<file path="src/rtl/regbank_write_arbiter_if.sv">
// Requester and fill handshakes plus bank readout for regbank_write_arbiter.
// Signal names carry the arbiter-side direction prefix.
interface regbank_write_arbiter_if #(
  parameter int unsigned N_REQ = 4,
  parameter int unsigned W     = 8,
  parameter int unsigned DEPTH = 8
);
  localparam int unsigned AW = $clog2(DEPTH);

  logic [N_REQ-1:0] i_req_valid;
  logic [AW-1:0]    i_req_addr [N_REQ];
  logic [W-1:0]     i_req_data [N_REQ];
  logic [N_REQ-1:0] o_req_ready;
  logic             i_fill_valid;
  logic [W-1:0]     i_fill_data;
  logic             o_fill_ready;
  logic             o_busy;
  logic [W-1:0]     o_entry [DEPTH];

  modport master (
    output i_req_valid, i_req_addr, i_req_data, i_fill_valid, i_fill_data,
    input  o_req_ready, o_fill_ready, o_busy, o_entry
  );

  modport slave (
    input  i_req_valid, i_req_addr, i_req_data, i_fill_valid, i_fill_data,
    output o_req_ready, o_fill_ready, o_busy, o_entry
  );
endinterface

</file>
<file path="src/rtl/regbank_write_arbiter.sv">
// Round-robin write arbiter for a DEPTH-entry register bank with a broadcast
// fill sequence that has absolute priority over single-entry writes.
module regbank_write_arbiter #(
  parameter int unsigned N_REQ = 4,
  parameter int unsigned W     = 8,
  parameter int unsigned DEPTH = 8
) (
  input logic                   i_clk,
  input logic                   i_rst,
  regbank_write_arbiter_if.slave bus
);
  localparam int unsigned AW = $clog2(DEPTH);
  localparam int unsigned PW = (N_REQ > 1) ? $clog2(N_REQ) : 1;

  typedef enum logic {StIdle, StFill} state_e;

  state_e           state_q, state_d;
  logic [PW-1:0]    ptr_q, ptr_d;
  logic [AW-1:0]    idx_q, idx_d;
  logic [W-1:0]     fill_q, fill_d;
  logic [W-1:0]     entry_q [DEPTH];

  logic             found;
  logic [PW-1:0]    gidx;
  logic [PW-1:0]    cand;
  logic             wr_en;
  logic [AW-1:0]    wr_addr;
  logic [W-1:0]     wr_data;
  logic [N_REQ-1:0] req_ready;
  logic             fill_ready;
  logic             busy;

  // First asserted valid at or after the pointer, wrapping modulo N_REQ.
  always_comb begin
    found = 1'b0;
    gidx  = '0;
    cand  = '0;
    for (int unsigned i = 0; i < N_REQ; i++) begin
      cand = PW'((32'(ptr_q) + i) % N_REQ);
      if (!found && bus.i_req_valid[cand]) begin
        found = 1'b1;
        gidx  = cand;
      end
    end
  end

  always_comb begin
    state_d    = state_q;
    ptr_d      = ptr_q;
    idx_d      = idx_q;
    fill_d     = fill_q;
    wr_en      = 1'b0;
    wr_addr    = '0;
    wr_data    = '0;
    req_ready  = '0;
    fill_ready = 1'b0;
    busy       = 1'b0;
    unique case (state_q)
      StIdle: begin
        if (bus.i_fill_valid) begin
          fill_ready = 1'b1;
          fill_d     = bus.i_fill_data;
          idx_d      = '0;
          state_d    = StFill;
        end else if (found) begin
          req_ready[gidx] = 1'b1;
          wr_en           = 1'b1;
          wr_addr         = bus.i_req_addr[gidx];
          wr_data         = bus.i_req_data[gidx];
          ptr_d           = PW'((32'(gidx) + 1) % N_REQ);
        end
      end
      StFill: begin
        busy    = 1'b1;
        wr_en   = 1'b1;
        wr_addr = idx_q;
        wr_data = fill_q;
        if (idx_q == AW'(DEPTH - 1)) begin
          idx_d   = '0;
          state_d = StIdle;
        end else begin
          idx_d = idx_q + 1'b1;
        end
      end
      default: state_d = StIdle;
    endcase
  end

  always_ff @(posedge i_clk or posedge i_rst) begin
    if (i_rst) begin
      state_q <= StIdle;
      ptr_q   <= '0;
      idx_q   <= '0;
      fill_q  <= '0;
      for (int i = 0; i < DEPTH; i++) entry_q[i] <= '0;
    end else begin
      state_q <= state_d;
      ptr_q   <= ptr_d;
      idx_q   <= idx_d;
      fill_q  <= fill_d;
      if (wr_en) entry_q[wr_addr] <= wr_data;
    end
  end

  assign bus.o_req_ready  = req_ready;
  assign bus.o_fill_ready = fill_ready;
  assign bus.o_busy       = busy;
  assign bus.o_entry      = entry_q;
endmodule

</file>
<file path="src/flat_wrapper.sv">
// flat-port wrapper written by rule: the top's interface ports become plain ports
module regbank_write_arbiter_flat 
#(
  parameter int unsigned N_REQ = 4,
  parameter int unsigned W     = 8,
  parameter int unsigned DEPTH = 8
)
  (i_clk, i_rst, bus_i_req_valid, bus_i_req_addr, bus_i_req_data, bus_i_fill_valid, bus_i_fill_data, bus_o_req_ready, bus_o_fill_ready, bus_o_busy, bus_o_entry);
  regbank_write_arbiter_if #(.N_REQ(N_REQ), .W(W), .DEPTH(DEPTH)) bus_i ();
  input logic i_clk;
  input logic i_rst;
  input wire logic [$bits(bus_i.i_req_valid)-1:0] bus_i_req_valid;
  input wire logic [$bits(bus_i.i_req_addr)-1:0] bus_i_req_addr;
  input wire logic [$bits(bus_i.i_req_data)-1:0] bus_i_req_data;
  input wire logic [$bits(bus_i.i_fill_valid)-1:0] bus_i_fill_valid;
  input wire logic [$bits(bus_i.i_fill_data)-1:0] bus_i_fill_data;
  output wire logic [$bits(bus_i.o_req_ready)-1:0] bus_o_req_ready;
  output wire logic [$bits(bus_i.o_fill_ready)-1:0] bus_o_fill_ready;
  output wire logic [$bits(bus_i.o_busy)-1:0] bus_o_busy;
  output wire logic [$bits(bus_i.o_entry)-1:0] bus_o_entry;
  assign bus_i.i_req_valid = bus_i_req_valid;
  assign bus_i.i_req_addr = {>>{bus_i_req_addr}};
  assign bus_i.i_req_data = {>>{bus_i_req_data}};
  assign bus_i.i_fill_valid = bus_i_fill_valid;
  assign bus_i.i_fill_data = bus_i_fill_data;
  assign bus_o_req_ready = bus_i.o_req_ready;
  assign bus_o_fill_ready = bus_i.o_fill_ready;
  assign bus_o_busy = bus_i.o_busy;
  assign bus_o_entry = {>>{bus_i.o_entry}};
  regbank_write_arbiter #(.N_REQ(N_REQ), .W(W), .DEPTH(DEPTH)) u_core (.i_clk(i_clk), .i_rst(i_rst), .bus(bus_i));
endmodule
</file>
<file path="config.mk">
export PLATFORM = sky130hd
export DESIGN_NAME = regbank_write_arbiter_flat
export DESIGN_NICKNAME = d
export VERILOG_FILES = /design/src/rtl/regbank_write_arbiter_if.sv /design/src/rtl/regbank_write_arbiter.sv /design/src/flat_wrapper.sv
export SDC_FILE = /design/constraint.sdc
export NUM_CORES = 1
export LEC_CHECK = 0
export ABC_AREA = 0
export CAP_MARGIN = 15
export CELL_PAD_IN_SITES_DETAIL_PLACEMENT = 0
export CELL_PAD_IN_SITES_GLOBAL_PLACEMENT = 1
export CORE_MARGIN = 1.5
export CORE_UTILIZATION = 32
export CTS_CLUSTER_DIAMETER = 150
export CTS_CLUSTER_SIZE = 8
export DETAILED_ROUTE_END_ITERATION = 8
export PLACE_DENSITY = 0.78
export SETUP_SLACK_MARGIN = 0.02
export SYNTH_ARGS = -nofsm -noshare
export SYNTH_HDL_FRONTEND = slang
export SYNTH_SLANG_ARGS = --single-unit
</file>
<file path="constraint.sdc">
create_clock -name i_clk -period 2.4 [get_ports i_clk]
set_clock_uncertainty 0.05 [all_clocks]
set_input_delay 0.48 -clock i_clk [delete_from_list [all_inputs] [get_ports i_clk]]
set_output_delay 0.48 -clock i_clk [all_outputs]
set_load 0.005 [all_outputs]
</file>
==> impl_metrics.json, run 1 <==
{
  "vias": 2989,
  "nNetsFinal": 521,
  "synthAdderAreaFrac_pct": 1.999,
  "synthDistinctLibCells": 41,
  "tritoncts": "yes",
  "cp.depth": 10,
  "synth_simple_gate_area_share_pct": 8.697,
  "ioPinCount": 129,
  "fin_cells": 604,
  "reg2regPathDepth": 10,
  "synth_compound_area_share_pct": 7.997,
  "drc": 0,
  "initial_core_util_pct": 32.88,
  "cts_max_path_buffers": 2,
  "r2r_start": "u_core.ptr_q[0]",
  "core_sq_mm": 0.01142,
  "setup_slack_ns": -0.3038,
  "ant_nets": 0,
  "maxSlewViolCount": 0,
  "cp-end-kind": "flip-flop",
  "drt_pre_antenna_iters": 4,
  "finalSetupViolCount": 68,
  "yosys_warnings": 0,
  "syn_to_final_growth_pct": 67.88,
  "path_cells": "and2b_2 > nor4_4 > or2_4 > buf_6 > inv_6 > mux2i_4 > a221o_2 > nor3_4 > buf_12 > mux2_4",
  "grtUsageTotal_pct": 18.42,
  "clk-insertion-delay-late_ns": 0.33,
  "dieWidth_um": 111.3,
  "crit_start": "u_core.ptr_q[0]",
  "pwr-share-seq_pct": 25.6,
  "clock_sinks": 78,
  "cts-root-buf": "clkbuf_16",
  "critical_path.top_delay_family": "simple AND/OR/NAND/NOR gates",
  "dp_slack_ns": -0.9216,
  "via_per_inst": 4.949,
  "muxShareOfSynthArea_pct": 27.49,
  "p_int_mw": 6.125,
  "row_count": 39,
  "fmax_ghz": 0.3698,
  "h-tree-depth": 3,
  "critPathSlowestCell": "a221o_2",
  "max_cap_viol_count": 0,
  "place_inst": 572,
  "final_area_sq_mm": 0.006304,
  "async_flop_share_pct": 100.0,
  "synth.avg_cell_area_sq_um": 13.56,
  "arrival_ns": 2.87,
  "crit_fanout": 8,
  "die_h_um": 111.3,
  "path_buf_inv": 3,
  "timing.rr.end": "u_core.bus.o_entry[22]",
  "drt_iter0_drc": 111,
  "place_area_sq_mm": 0.005522,
  "comb_power_share_pct": 59.5,
  "fin_crit_ns": 2.704,
  "synth_flop_cell": "dfrtp_1",
  "cp-start-kind": "flip-flop",
  "period_share_pct": 112.7,
  "violations": "setup timing",
  "wl_per_cell_um": 19.15,
  "gp_congestion": 0.7655,
  "dp.final_hpwl_um": 7910,
  "layout-drive-gt1-share_pct": 42.08,
  "switchingPower_mw": 3.242,
  "antenna_cells": 0,
  "synth_nets": 342,
  "worst_path_largest_cell_delay_ns": 0.42,
  "antenna_found_initial": 0,
  "clkPwrFrac_pct": 14.8,
  "worstPathRequired_ns": 2.56,
  "postSynthCellCount": 277,
  "swShare_pct": 34.61,
  "wl_um": 11570,
  "synth_edf_count": 0,
  "finalSetupTns_ns": -16.49,
  "hp-class": "flip-flop to flip-flop",
  "status": "finished with violations",
  "reg2reg_slack_ns": -0.30,
  "yosys-top-cells-area": "dfrtp_1 52%, mux2_2 19%, mux2i_1 4.8%, mux2_4 3.2%, nand2_1 2.2%",
  "grt-ovfl-total": 0,
  "worstSetupPathType": "flip-flop to flip-flop",
  "p_per_area_mw_per_mm2": 1486,
  "synthDominantCellAreaShare_pct": 51.98,
  "vdd_drop_max_uv": 642.8,
  "cts_buffers": 9,
  "synth_area_sq_mm": 0.003755,
  "synthXorXnorAreaFrac_pct": 0,
  "synth_seq_cells": 78,
  "hold_viol": 0,
  "grt_setup_unrepaired": "true",
  "p_leak_nw": 2.813,
  "worst_slew_pin_slew_ns": 0.6311,
  "cts.clk_slew.worst_paths_ns": 0.06,
  "grt_max_degree": 28,
  "grt_pass1_vias": 3244,
  "grt_pass1_wl_um": 17710,
  "synth_top_family_by_area": "multiplexers",
  "postLayoutCoreUtil_pct": 55.20,
  "synth_top_area_cell": "dfrtp_1",
  "relSlewSlack_pct": 57.84,
  "crit_end": "u_core.bus.o_entry[22]",
  "portBuffers": 128,
  "ys_seq_area_share_pct": 51.98,
  "die_area_sq_mm": 0.01239
}
[what timing repair did]
action	in CTS	in global routing
setup endpoints to repair	69	68
gates resized for setup	63	49
setup buffers	8	9
hold buffers	0	0
cloned	0	0
pin swaps	10	13
[how the worst min path moves through the flow]
stage               slack (ns)              startpoint                endpoint  cells past startpoint
floorplan                 0.43        u_core.fill_q[2]        u_core.fill_q[2]                      1
global placement          0.44   u_core.bus.o_entry[8]   u_core.bus.o_entry[8]                      1
detailed placement        0.44   u_core.bus.o_entry[9]   u_core.bus.o_entry[9]                      1
CTS                       0.46   u_core.bus.o_entry[8]   u_core.bus.o_entry[8]                      1
global route              0.47  u_core.bus.o_entry[61]  u_core.bus.o_entry[61]                      1
finish                    0.46        u_core.fill_q[6]        u_core.fill_q[6]                      1
[synthesized netlist by cell type (all sizes together) (2+ instances only)]
master   n
a21oi    2
and2b    2
mux2    73
nor3     4
clkbuf   6
nor4     2
and3     4
ha       6
o21ai    4
o211ai   4
nor2    10
nand3    4
a221o    2
nor2b    3
nand2   22
buf      4
mux2i   18
dfrtp   78
a32o     8
nor4b    3
a221oi   2
a311oi   2
inv      4
or2      2
[logic make-up (layout without fill, tap and decap cells)]
group           after synthesis  after routing
buf+inv                      14            198
mux                          91             91
simple gates                 57             57
compound gates               31             31
fa+ha+maj                     6              6
flops                        78             78
[area by class of cell]
type	count	area, sq um
sequential	78	1952
multi-input combinational	185	2106
fill	971	5115
tap	143	178.9
clock buffer	9	225.2
clock inverter	7	82.58
inverter	4	23.77
timing repair buffer	178	1735
[per-layer routing]
layer	routed length (um)	vias up	global-route usage [%]	part of all wire [%]
li1	-	1377	-	-
met1	4996	1512	22.99	43
met2	5909	91	31.45	51
met3	552	9	4.538	4.8
met4	110	0	5.907	0.95
met5	0	-	0	0
[layout by cell type (no fill, tap or decap), drive strengths merged, types with 3 or more instances in the layout]
cell type / count
clkbuf: 13
buf: 53
and3: 4
mux2: 73
nand3: 4
nor2b: 3
clkdlybuf4s50: 119
nand2: 22
ha: 6
mux2i: 18
a32o: 8
o21ai: 4
nor3: 4
nor2: 10
nor4b: 3
o211ai: 4
clkinv: 3
inv: 5
dfrtp: 78
[state kept, by name (all words and copies together) (netlist names)]
| signal | count |
|---|---|
| u_core.fill_q | 8 |
| u_core.state_q | 1 |
| u_core.idx_q | 3 |
| u_core.ptr_q | 2 |
| u_core.bus.o_entry | 64 |
[through the flow]
step / total power, mW / hold slack [ns]
global route: 9.897 / 0.4698
detailed placement: 7.120 / 0.4442
global placement: 7.022 / 0.4391
finish: 9.367 / 0.4599
CTS: 8.920 / 0.4628
floorplan: 4.838 / 0.4311
[power groups by stage]
stage / clock [mW] / sequential [mW] / combinational, mW
after detailed placement: 0 / 2.40 / 4.72
final: 1.39 / 2.40 / 5.58
after floorplan: 0 / 2.36 / 2.48
after global routing: 1.48 / 2.48 / 5.94
after CTS: 1.43 / 2.40 / 5.09
after global placement: 0 / 2.38 / 4.64
No activity file was read; power rests on OpenSTA's default activity.
==> run 2: changes to the inputs <==
- CORE_UTILIZATION: 32 -> 36
- PLACE_DENSITY: 0.78 -> 0.85
- clock period: 2.4 -> 2.9 ns (I/O delays scaled with it)
==> run 2 against run 1 <==
  * The flow now finishes without violations
  * Global-route usage up 1.3 points
  * Critical path depth fell by 2
  * First-iteration DRC count rose by 23%
  * Design area fell by 8.1%
  * Clock-buffer cell count up 3
  * Highest routed layer unchanged
  * Combinational power down 28%
==> impl_metrics.json, run 2 (synthesized netlist as in run 1, its figures left out) <==
{
  "status": "completed",
  "drt_pre_antenna_iters": 4,
  "p_per_area_mw_per_mm2": 1184,
  "reg2regPathDepth": 13,
  "max_cap_viol_count": 0,
  "h-tree-depth": 3,
  "cp-end-kind": "flip-flop",
  "whs_ns": 0.4616,
  "layout-drive-gt1-share_pct": 35.12,
  "whs_path_depth": 1,
  "grt-ovfl-total": 0,
  "drt_iter0_drc": 136,
  "p_leak_nw": 2.567,
  "wl_um": 10750,
  "period_share_pct": 96.72,
  "hp-class": "flip-flop to flip-flop",
  "cts_max_path_buffers": 2,
  "switchingPower_mw": 2.375,
  "gp_congestion": 0.8572,
  "vias": 2947,
  "worstPathRequired_ns": 3.08,
  "ioPinCount": 129,
  "grtUsageTotal_pct": 19.72,
  "fmax_ghz": 0.3565,
  "cts.clk_slew.worst_paths_ns": 0.08,
  "fin_crit_ns": 2.805,
  "p_int_mw": 4.484,
  "relSlewSlack_pct": 56.92,
  "grt_setup_unrepaired": "false",
  "wl_per_cell_um": 18.44,
  "portBuffers": 128,
  "swShare_pct": 34.62,
  "antenna_found_initial": 0,
  "syn_to_final_growth_pct": 54.22,
  "drc": 0,
  "initial_core_util_pct": 36.70,
  "place_inst": 562,
  "nNetsFinal": 507,
  "r2r_start": "u_core.ptr_q[0]",
  "final_common_cell": "clkdlybuf4s50_1",
  "worstSetupPathType": "input pin to flip-flop",
  "cp-start-kind": "input pin",
  "postLayoutCoreUtil_pct": 56.60,
  "maxSlewViolCount": 0,
  "dp.final_hpwl_um": 7508,
  "crit_fanout": 8,
  "power_mw": 6.859,
  "antenna_cells": 0,
  "cts_hold_buf": 0,
  "fin_cells": 583,
  "holdPathEnd": "u_core.bus.o_entry[9]",
  "hold_viol": 0,
  "timing.rr.end": "u_core.bus.o_entry[18]",
  "clkPwrFrac_pct": 13.0,
  "dp_slack_ns": -0.5603,
  "largest_reg_flops": 64,
  "clk-insertion-delay-late_ns": 0.34,
  "die_h_um": 105.1,
  "grt_pass1_wl_um": 16640,
  "grt_pass1_vias": 3202,
  "worst_slew_pin_slew_ns": 0.6454,
  "comb_power_share_pct": 58.5,
  "vdd_drop_max_uv": 545.0,
  "tritoncts": "yes",
  "arrival_ns": 2.99,
  "via_per_inst": 5.055,
  "grt_max_degree": 45,
  "pwr-share-seq_pct": 28.5,
  "die_area_sq_mm": 0.01105,
  "finalSetupViolCount": 0,
  "dieWidth_um": 105.1,
  "fill_cells": 848,
  "clock_sinks": 78,
  "ant_nets": 0,
  "row_count": 37,
  "cts_buffers": 9,
  "core_sq_mm": 0.01023,
  "setup_slack_ns": 0.09507,
  "hold_start": "u_core.bus.o_entry[9]",
  "reg2reg_slack_ns": 0.13,
  "final_cell_mix": "120 x clkdlybuf4s50_1, 78 x dfrtp_1, 57 x mux2_2",
  "cts-root-buf": "clkbuf_8"
}
[run 2: cell types whose count changed in the layout (fill, tap and decap cells not counted), moves of 3 or more]
cell           previous run  this run
clkbuf_8                  0        10
buf_4                    37        27
a32o_2                    6         0
mux2_2                   27        57
buf_6                     9         4
mux2_4                   46        16
clkbuf_16                 9         0
a32o_1                    2         8
dlygate4sd2_1             1         4
[run 2: timing repair]
| item | CTS | global route |
|---|---|---|
| endpoints found under the setup margin | 68 | 68 |
| gates resized for setup | 19 | 22 |
| buffers inserted | 6 | 0 |
| pin swaps | 7 | 7 |
[run 2: stage by stage]
stage / setup TNS [ns] / area (sq um)
after floorplan: 0 / 3755
final: 0 / 5791
after detailed placement: -35.13 / 5449
after CTS: 0 / 5744
after global placement: -31.27 / 5449
after global routing: 0 / 5791
[run 2: final cells by class]
| class | instances | area [sq um] | share of cell area, % |
|---|---|---|---|
| sequential | 78 | 1952 | 33.71 |
| multi-input combinational | 185 | 1831 | 31.61 |
| timing repair buffer | 164 | 1604 | 27.70 |
| tap | 136 | 170.2 | 2.939 |
| clock buffer | 12 | 145.1 | 2.506 |
| clock inverter | 4 | 70.07 | 1.210 |
| inverter | 4 | 18.77 | 0.3241 |
[run 2: worst max-delay path: stages]
cell	delay, ns
clkdlybuf4s50_1	0.43
or2_2	0.37
nor4b_2	0.29
a311oi_2	0.11
a221o_2	0.47
nor3_4	0.25
buf_12	0.15
mux2_2	0.33
[run 2: power groups by stage]
stage	logic [mW]	registers (mW)	clock network [mW]
2_1_floorplan	1.97	1.95	0
3_3_place_gp	3.76	1.95	0
3_5_place_dp	3.84	1.97	0
4_1_cts	3.94	1.96	0.909
5_1_grt	4.30	2.03	0.949
6_report	4.01	1.96	0.890
[run 2: how the worst max path moves through the flow]
| stage | cells past startpoint | startpoint | end |
|---|---|---|---|
| after global placement | 10 | bus_i_req_valid[3] | u_core.bus.o_entry[18] |
| final | 8 | bus_i_fill_valid | u_core.bus.o_entry[39] |
| after CTS | 11 | bus_i_req_valid[1] | u_core.bus.o_entry[39] |
| after global routing | 8 | u_core.ptr_q[0] | bus_o_req_ready[2] |
| after detailed placement | 9 | bus_i_req_valid[1] | u_core.bus.o_entry[31] |
| after floorplan | 9 | bus_i_req_valid[0] | u_core.bus.o_entry[0] |
[run 2: metal layers]
layer | wire length, um | GRT usage (%) | up-vias
met3 | 590 | 5.115 | 13
met2 | 5446 | 33.61 | 93
met4 | 184 | 6.458 | 0
li1 | - | - | 1358
met1 | 4527 | 24.26 | 1483
met5 | 0 | 0 | -
